--- src/rtl/stepper_speed_ramp_if.sv ---
// Control/status bundle between the speed/mode source and the step-rate generator.
interface stepper_speed_ramp_if #(
    parameter int CNT_W = 21,
    parameter int SEL_W = 3
);
    logic             run;
    logic             step;
    logic [SEL_W-1:0] speed_sel;
    logic [CNT_W-1:0] count_to;
    logic             step_tick;
    logic [SEL_W-1:0] cur_level;
    logic             busy;
    logic             at_speed;

    modport master (
        output run, step, speed_sel,
        input  count_to, step_tick, cur_level, busy, at_speed
    );

    modport slave (
        input  run, step, speed_sel,
        output count_to, step_tick, cur_level, busy, at_speed
    );
endinterface

--- src/rtl/stepper_speed_ramp.sv ---
// Step-rate generator: turns run/speed/mode into a step period and a one-cycle step tick.
// Define STEPPER_SPEED_RAMP_EN for one-level-per-RAMP_STEPS ramping and decelerated stop.
module stepper_speed_ramp #(
    parameter int CNT_W       = 21,
    parameter int N_SPEEDS    = 6,
    parameter int BASE_PERIOD = 375000,
    parameter int RAMP_STEPS  = 16,
    parameter int SEL_W       = 3
) (
    input logic                 clk,
    input logic                 rst,
    stepper_speed_ramp_if.slave bus
);
    localparam int N_IDX = 2 ** SEL_W;

    typedef enum logic {IDLE = 1'b0, RUN = 1'b1} state_t;

    state_t           state, state_n;
    logic [CNT_W-1:0] cnt, cnt_n;
    logic [CNT_W-1:0] count_to, count_to_n;
    logic [SEL_W-1:0] level, level_n;
    logic [SEL_W-1:0] sel_c, tgt;
    logic             hold, hold_n;
    logic             tick, stop;

`ifdef STEPPER_SPEED_RAMP_EN
    localparam int RW = (RAMP_STEPS > 1) ? $clog2(RAMP_STEPS) : 1;
    logic [RW-1:0] ramp, ramp_n;
    logic          at_speed, at_speed_n;
`endif

    logic [CNT_W-1:0] p_full [N_IDX];
    logic [CNT_W-1:0] p_half [N_IDX];

    // Out-of-range indices alias level 1 so any SEL_W-wide level indexes safely.
    for (genvar k = 0; k < N_IDX; k++) begin : g_tbl
        localparam int LVL = (k == 0 || k > N_SPEEDS) ? 1 : k;
        localparam int PF  = ((BASE_PERIOD / LVL) < 1) ? 1 : (BASE_PERIOD / LVL);
        localparam int PH  = ((PF >> 1) < 1) ? 1 : (PF >> 1);
        assign p_full[k] = CNT_W'(PF);
        assign p_half[k] = CNT_W'(PH);
    end

    function automatic logic [SEL_W-1:0] clamp_level(input logic [SEL_W-1:0] s);
        if (s == '0 || s > SEL_W'(N_SPEEDS)) return SEL_W'(1);
        return s;
    endfunction

    always_ff @(posedge clk or negedge rst) begin
        if (!rst) begin
            state    <= IDLE;
            cnt      <= '0;
            count_to <= CNT_W'(BASE_PERIOD);
            level    <= '0;
            hold     <= 1'b0;
`ifdef STEPPER_SPEED_RAMP_EN
            ramp     <= '0;
            at_speed <= 1'b0;
`endif
        end else begin
            state    <= state_n;
            cnt      <= cnt_n;
            count_to <= count_to_n;
            level    <= level_n;
            hold     <= hold_n;
`ifdef STEPPER_SPEED_RAMP_EN
            ramp     <= ramp_n;
            at_speed <= at_speed_n;
`endif
        end
    end

    always_comb begin
        state_n    = state;
        cnt_n      = cnt;
        count_to_n = count_to;
        level_n    = level;
        hold_n     = 1'b0;
        tick       = 1'b0;
        stop       = 1'b0;
        sel_c      = clamp_level(bus.speed_sel);
        tgt        = bus.run ? sel_c : SEL_W'(1);
`ifdef STEPPER_SPEED_RAMP_EN
        ramp_n     = ramp;
        at_speed_n = at_speed;
`endif
        case (state)
            IDLE: begin
                if (bus.run) begin
                    state_n    = RUN;
                    level_n    = SEL_W'(1);
                    count_to_n = bus.step ? p_full[1] : p_half[1];
                    cnt_n      = '0;
                    // One idle-count cycle gives the first period its extra clock.
                    hold_n     = 1'b1;
`ifdef STEPPER_SPEED_RAMP_EN
                    ramp_n     = '0;
`endif
                end
            end
            RUN: begin
                if (!hold && cnt == count_to - CNT_W'(1)) begin
                    tick  = 1'b1;
                    cnt_n = '0;
`ifdef STEPPER_SPEED_RAMP_EN
                    stop = !bus.run && (level == SEL_W'(1));
                    if (level == tgt) begin
                        ramp_n = '0;
                    end else if (ramp == RW'(RAMP_STEPS - 1)) begin
                        ramp_n  = '0;
                        level_n = (level < tgt) ? level + SEL_W'(1) : level - SEL_W'(1);
                    end else begin
                        ramp_n = ramp + RW'(1);
                    end
`else
                    stop    = !bus.run;
                    level_n = tgt;
`endif
                    if (stop) begin
                        state_n    = IDLE;
                        level_n    = '0;
                        count_to_n = bus.step ? p_full[1] : p_half[1];
                    end else begin
                        count_to_n = bus.step ? p_full[level_n] : p_half[level_n];
                    end
`ifdef STEPPER_SPEED_RAMP_EN
                    at_speed_n = !stop && bus.run && (level_n == sel_c);
`endif
                end else if (!hold) begin
                    cnt_n = cnt + CNT_W'(1);
                end
            end
            default: state_n = IDLE;
        endcase
    end

    assign bus.count_to  = count_to;
    assign bus.step_tick = tick;
    assign bus.cur_level = level;
    assign bus.busy      = (state == RUN);
`ifdef STEPPER_SPEED_RAMP_EN
    assign bus.at_speed  = at_speed;
`else
    assign bus.at_speed  = (state == RUN) && bus.run;
`endif
endmodule

--- src/flat_wrapper.sv ---
// flat-port wrapper written by rule: the top's interface ports become plain ports
module stepper_speed_ramp_flat 
#(
    parameter int CNT_W       = 21,
    parameter int N_SPEEDS    = 6,
    parameter int BASE_PERIOD = 375000,
    parameter int RAMP_STEPS  = 16,
    parameter int SEL_W       = 3
)
  (clk, rst, bus_run, bus_step, bus_speed_sel, bus_count_to, bus_step_tick, bus_cur_level, bus_busy, bus_at_speed);
  stepper_speed_ramp_if #(.CNT_W(CNT_W), .SEL_W(SEL_W)) bus_i ();
  input logic clk;
  input logic rst;
  input wire logic [$bits(bus_i.run)-1:0] bus_run;
  input wire logic [$bits(bus_i.step)-1:0] bus_step;
  input wire logic [$bits(bus_i.speed_sel)-1:0] bus_speed_sel;
  output wire logic [$bits(bus_i.count_to)-1:0] bus_count_to;
  output wire logic [$bits(bus_i.step_tick)-1:0] bus_step_tick;
  output wire logic [$bits(bus_i.cur_level)-1:0] bus_cur_level;
  output wire logic [$bits(bus_i.busy)-1:0] bus_busy;
  output wire logic [$bits(bus_i.at_speed)-1:0] bus_at_speed;
  assign bus_i.run = bus_run;
  assign bus_i.step = bus_step;
  assign bus_i.speed_sel = bus_speed_sel;
  assign bus_count_to = bus_i.count_to;
  assign bus_step_tick = bus_i.step_tick;
  assign bus_cur_level = bus_i.cur_level;
  assign bus_busy = bus_i.busy;
  assign bus_at_speed = bus_i.at_speed;
  stepper_speed_ramp #(.CNT_W(CNT_W), .N_SPEEDS(N_SPEEDS), .BASE_PERIOD(BASE_PERIOD), .RAMP_STEPS(RAMP_STEPS), .SEL_W(SEL_W)) u_core (.clk(clk), .rst(rst), .bus(bus_i));
endmodule
--- config.mk ---
export PLATFORM = sky130hd
export DESIGN_NAME = stepper_speed_ramp_flat
export DESIGN_NICKNAME = d
export VERILOG_FILES = /design/src/rtl/stepper_speed_ramp_if.sv /design/src/rtl/stepper_speed_ramp.sv /design/src/flat_wrapper.sv
export SDC_FILE = /design/constraint.sdc
export NUM_CORES = 1
export LEC_CHECK = 0
export CORE_AREA = 2 2 86 88
export CTS_CLUSTER_SIZE = 10
export DETAILED_ROUTE_END_ITERATION = 10
export DIE_AREA = 0 0 88 90
export MAX_ROUTING_LAYER = met4
export PLACE_DENSITY = 0.7
export RECOVER_POWER = 50
export SLEW_MARGIN = 20
export SYNTH_ARGS = -nofsm -noshare
export SYNTH_HDL_FRONTEND = slang
export SYNTH_SLANG_ARGS = --single-unit
export TNS_END_PERCENT = 30
--- constraint.sdc ---
create_clock -name clk -period 9.2 [get_ports clk]
set_input_delay 2.76 -clock clk [delete_from_list [all_inputs] [get_ports clk]]
set_output_delay 2.76 -clock clk [all_outputs]
set_load 0.005 [all_outputs]
==> out/qor.csv, run 1 <==
metric,value,unit
Die Area,7920,sq um
synthesized area,3380,sq um
CP Data Arrival Time,4.59,ns
Period minus WS final,7.35,ns
Slew HR,-0.549,
Pwr per Cell Area,151,nW/um^2
first-pass GRT wire length,13400,microns
worst path cell trace,dlygate4sd3_1 -> nand2_1 -> inv_1 -> clkdlybuf4s50_1,
max-cap viol count,1,
CTS tree,yes,
DRT antenna net count,0,
H-tree Lvls,2,
Post-CTS Hold Fix Bufs,0,
CP max stage cell,dlygate4sd3_1,
Die W,88,microns
kind of critical path,primary input to primary output,
launching point of the worst reg2reg path,u_core.bus.count_to[8],
share of layout cells above drive strength 1,0.106,
Layout area overhead,10.3,%
most frequent cell after synthesis,nor2_1,
Placed Area,3670,sq um
# setup viols final,0,
Clk network pwr share,0.237,
Post-Place Cells,488,
biggest cell delay along the critical path,0.76,ns
outcome,"finished, violations left",
worst-skew pair later-pin latency,0.31,ns
Yosys top cell by area,dfrtp_1,
CTS Root Cell,clkbuf_8,
number of buffers created by CTS,5,
wire per inst,15.9,microns
drt drc,0,
crit path launch type,primary input,
setup TNS,0,ns
Finished Cell Area,3730,sq um
Core Area,7020,sq um
DP Worst Slack,1.94,ns
RSZ-0062 raised after global routing,no,
final slew viol count,45,
CTS resizes,0,
Setup crit start,bus_run,
"EDFF count, synth",0,
Tightest Pin Transition,2.32,ns
failing checks,"capacitance limit, slew limit",
Unique masters post-synth,72,
largest vdd supply drop,0.0000771,V
1st-iter DRT viols,210,
via count,2873,
Post-Layout Cell Count,496,
fmax,0.136,GHz
Post-Route WL,7900,microns
Tot Pwr,564,uW
final worst-path cycle share,0.799,
final setup margin,1.85,ns
Synth top area share,0.251,
vias in the first global route,2647,
initial core utilization,0.482,
initial antenna violation count,0,
Worst Path Max Fanout,13,
worst min path class,register to register,
sequential area share after synthesis,0.329,
I/O Pins,34,
Syn Area/Cell,8.91,sq um
nets@finish,410,
GRT Overall Usage,0.217,
WP data required,6.44,ns
Post-synth top cells,"nor2_1, nand2_1, dfrtp_1",
hold path depth,2,
routability congestion estimate,0.878,
sw frac,0.354,
RR Endpoint,u_core.bus.count_to[5],
CP endpoint,bus_at_speed,
cell leakage power,1.49,nW
main area contributors after synthesis,"dfrtp_1, dfstp_2, nor2_1",
clock sink total,44,
crit path capture type,primary output,
Post-Synthesis Cells,380,
largest net degree at the start of global routing,45,
Port Buffers,31,
DR vias/cell,5.79,
# rows,31,
Clock Skew,0.00566,ns
sequential power share,0.475,
CTS Buffer Depth,2,
number of setup buffers added after CTS,0,
Net Switching,199,uW
"flops & latches, synth",44,
warning count from the yosys run,0,
Clock Pin Slew Worst Setup and Hold Paths,0.09,ns
ys flop type,dfrtp_1,
total global routing overflow,0,
die height,90,microns
"Hold Vio Cnt, Final",0,
fraction of registers with async set/reset,1.00,
internal power,364,uW
Detail Placement HPWL,5850,microns
combinational share of power,0.288,
Worst R2R Path Depth,9,
ANT cells,0,
Pre-antenna DRT Iters,5,
r2r setup slk,4.37,ns
[how the worst min path moves through the flow]
stage / endpoint / slack, ns / from
2_1_floorplan: u_core.cnt[0] / 0.48 / u_core.hold
3_3_place_gp: u_core.bus.count_to[18] / 0.50 / u_core.bus.count_to[18]
3_5_place_dp: u_core.cnt[0] / 0.51 / u_core.hold
4_1_cts: u_core.cnt[0] / 0.52 / u_core.hold
5_1_grt: u_core.bus.count_to[18] / 0.55 / u_core.bus.count_to[18]
6_report: u_core.bus.count_to[18] / 0.52 / u_core.bus.count_to[18]
[area by class of cell]
| cell class | instances | area (sq um) |
|---|---|---|
| repair buffers | 31 | 304 |
| well taps | 99 | 124 |
| clock inverters | 2 | 15.0 |
| clock buffers | 6 | 82.6 |
| inverters | 16 | 60.1 |
| fillers | 656 | 3290 |
| flip-flops and latches | 44 | 1110 |
| multi-input cells | 298 | 2030 |
[layout by cell type (no fill, tap or decap), types with 7 or more instances in the layout]
cell and count:
a21oi_1 9, and3_1 9, clkdlybuf4s50_1 22, dfrtp_1 34, dfstp_2 10, dlygate4sd3_1 8
ha_1 7, inv_1 16, mux2i_1 8, nand2_1 39, nand3_1 9, nand4_1 9
nor2_1 43, o21ai_0 17, xnor2_1 17, xor2_1 18
[kinds of logic after synthesis]
| logic type | after synthesis | share of synthesized area |
|---|---|---|
| and+or+nand+nor | 160 | 0.261 |
| AOI/OAI and AO/OA | 78 | 0.177 |
| DFF | 44 | 0.329 |
| buffers and inverters | 39 | 0.0603 |
| xor gates and xnor gates | 35 | 0.0906 |
| muxes | 16 | 0.0547 |
| adders and majority gates | 7 | 0.0259 |
| other | 1 | 0.00111 |
[state kept, by name, summed over array words and instances (netlist names)]
name                  count
u_core.hold               1
u_core.bus.cur_level      3
u_core.bus.busy           1
u_core.cnt               21
u_core.bus.count_to      18
[power by group through the flow]
| stage | Combinational [mW] | Sequential [mW] | Clock (mW) |
|---|---|---|---|
| after CTS | 0.166 | 0.269 | 0.136 |
| after global placement | 0.161 | 0.271 | 0 |
| final | 0.162 | 0.268 | 0.133 |
| after global routing | 0.183 | 0.273 | 0.145 |
| after detailed placement | 0.165 | 0.272 | 0 |
| after floorplan | 0.132 | 0.250 | 0 |
[metrics by stage]
step | hold WS [ns] | util
floorplan | 0.478 | -
global placement | 0.499 | 0.523
detailed placement | 0.508 | 0.523
CTS | 0.524 | 0.537
global route | 0.550 | 0.532
finish | 0.522 | 0.532
[critical path, delay by kind of cell]
kind | cells | cell delay [ns]
AND/OR/NAND/NOR | 1 | 0.17
buffers and inverters | 3 | 1.66
[routing by layer]
metal	vias to the layer above	wire (microns)	global-route usage
met2	71	3850	0.332
met3	11	311	0.0275
met4	0	147	0.0654
met1	1389	3590	0.301
li1	1402	-	-
met5	-	0	-
No activity file was read; power rests on OpenSTA's default activity.
==> inputs of run 2 (changes only) <==
==> constraint.sdc (replaced) <==
create_clock -name clk -period 7.4 [get_ports clk]
set_input_delay 2.22 -clock clk [delete_from_list [all_inputs] [get_ports clk]]
set_output_delay 2.22 -clock clk [all_outputs]
set_load 0.005 [all_outputs]
==> run 2 against run 1 <==
  * The run still ends with capacitance limit, slew limit left
  * Die area unchanged
  * Critical path depth unchanged
  * Clock power up 37%
  * Register-to-register slack worse by 1.1 ns
  * Wire length up 2.2%
  * Sequential power up 25%
  * Non-clock buffer count unchanged
  * Global-route usage up 0.83 points
  * Highest routed layer unchanged
==> out/qor.csv, run 2 (synthesis results as in run 1) <==
metric,value,unit,change
fmax,0.159,GHz,
final slew viol count,45,,unchanged
DRT antenna net count,0,,unchanged
Post-CTS Hold Fix Bufs,0,,unchanged
final worst-path cycle share,0.850,,
Layout area overhead,11.2,%,
largest net degree at the start of global routing,45,,unchanged
CTS Root Cell,clkbuf_8,,
CP Data Arrival Time,4.07,ns,-0.52 ns
Pre-antenna DRT Iters,4,,-1
failing checks,"capacitance limit, slew limit",,
share of layout cells above drive strength 1,0.106,,unchanged
Port Buffers,31,,unchanged
number of setup buffers added after CTS,0,,unchanged
biggest cell delay along the critical path,0.75,ns,about the same
Die Area,7920,sq um,unchanged
"most common cell after layout, fill and taps aside",nor2_1,,
largest vdd supply drop,0.000101,V,+31%
crit path launch type,primary input,,
Post-Route WL,8080,microns,+2.2%
CTS tree,yes,,
RSZ-0062 raised after global routing,no,,
die height,90,microns,unchanged
CTS resizes,0,,unchanged
nets@finish,410,,unchanged
# rows,31,,unchanged
Clock Skew,0.00699,ns,+0.00133 ns
cell leakage power,1.51,nW,+1.4%
"Hold Vio Cnt, Final",0,,unchanged
CTS Buffer Depth,2,,unchanged
setup TNS,0,ns,unchanged
Tot Pwr,721,uW,+28%
wire per inst,16.3,microns,+2.2%
drt drc,0,,unchanged
Tightest Pin Transition,2.35,ns,+0.0252 ns
initial core utilization,0.482,,unchanged
H-tree Lvls,2,,unchanged
number of buffers created by CTS,5,,unchanged
Die W,88,microns,unchanged
first-pass GRT wire length,13800,microns,+3.6%
GRT Overall Usage,0.226,,+0.00826
via count,2833,,-1.4%
# setup viols final,0,,unchanged
Post-Layout Cell Count,496,,unchanged
WP data required,5.18,ns,-1.26 ns
kind of critical path,primary input to primary output,,
worst path cell trace,dlygate4sd3_1 -> nand2_1 -> inv_1 -> clkdlybuf4s50_1,,
worst min path class,register to register,,
max reg flops,21,,unchanged
hold_ws,0.533,ns,+0.0108 ns
routability congestion estimate,0.851,,-3.1%
vias in the first global route,2697,,+1.9%
Clock Pin Slew Worst Setup and Hold Paths,0.08,ns,about the same
ANT cells,0,,unchanged
Period minus WS final,6.29,ns,
total global routing overflow,0,,unchanged
DR vias/cell,5.71,,-1.4%
I/O Pins,34,,unchanged
crit path capture type,primary output,,
outcome,"finished, violations left",,
Detail Placement HPWL,5980,microns,+2.1%
initial antenna violation count,0,,unchanged
Worst Path Max Fanout,13,,unchanged
clock sink total,44,,unchanged
worst-skew pair later-pin latency,0.29,ns,-0.02 ns
Util after Layout,0.536,,+0.00428
Slew HR,-0.566,,-0.0168
CP max stage cell,dlygate4sd3_1,,
Top reg by flops,u_core.cnt,,
Pwr per Cell Area,191,nW/um^2,+27%
Post-Place Cells,488,,unchanged
max-cap viol count,1,,unchanged
"commonest cells after routing, fill and taps aside","nor2_1, nand2_1, dfrtp_1",,
Core Area,7020,sq um,unchanged
1st-iter DRT viols,192,,-8.6%
[run 2: changes by cell type in the layout (fill, tap and decap cells not counted), sizes merged]
cell | previous run | this run
clkinvlp | 2 | 0
bufinv | 0 | 1
clkinv | 0 | 1
[run 2: power by group]
group	total [mW]	leakage (nW)	internal, mW	switching [mW]
Clock	0.182	0.0552	0.100	0.0814
Sequential	0.335	0.543	0.276	0.0588
Combinational	0.205	0.916	0.103	0.102
Total	0.721	1.51	0.479	0.242
[run 2: area by class of cell]
| type | count | area [sq um] |
|---|---|---|
| Fill cell | 673 | 3260 |
| Sequential cell | 44 | 1110 |
| Clock buffer | 6 | 72.6 |
| Timing Repair Buffer | 31 | 304 |
| Clock inverter | 2 | 35.0 |
| Inverter | 16 | 60.1 |
| Multi-Input combinational cell | 298 | 2050 |
| Tap cell | 99 | 124 |
[run 2: routing by layer]
metal  part of all wire  track usage  vias to the layer above  routed length [microns]
met5                  0            -                        -                        0
met1               0.48        0.313                     1368                     3870
met3              0.031       0.0358                        8                      247
met4              0.013       0.0590                        0                      106
met2               0.48        0.343                       63                     3850
li1                   -            -                     1394                        -
[run 2: stage by stage]
stage               worst slack (ns)  area, sq um
finish                          1.11         3760
CTS                             1.20         3780
global placement                1.29         3670
floorplan                       2.21         3390
detailed placement              1.20         3670
global route                   0.942         3760
[run 2: worst max-delay path, delay by kind of cell]
kind	cells	cell delay (ns)
AND/OR/NAND/NOR	1	0.18
buffers and inverters	3	1.66
[run 2: final timing paths]
kind                                          from                 endpoint  slack, ns  cells after the start
min                        u_core.bus.cur_level[1]  u_core.bus.cur_level[1]       0.53                      2
max                                        bus_run             bus_at_speed       1.11                      4
min reg2reg                u_core.bus.cur_level[1]  u_core.bus.cur_level[1]       0.53                      2
max reg2reg                 u_core.bus.count_to[8]   u_core.bus.count_to[5]       3.24                      9
min in group asynchronous                      rst            u_core.cnt[7]       2.63                      1
max in group asynchronous                      rst           u_core.cnt[18]       3.43                      1
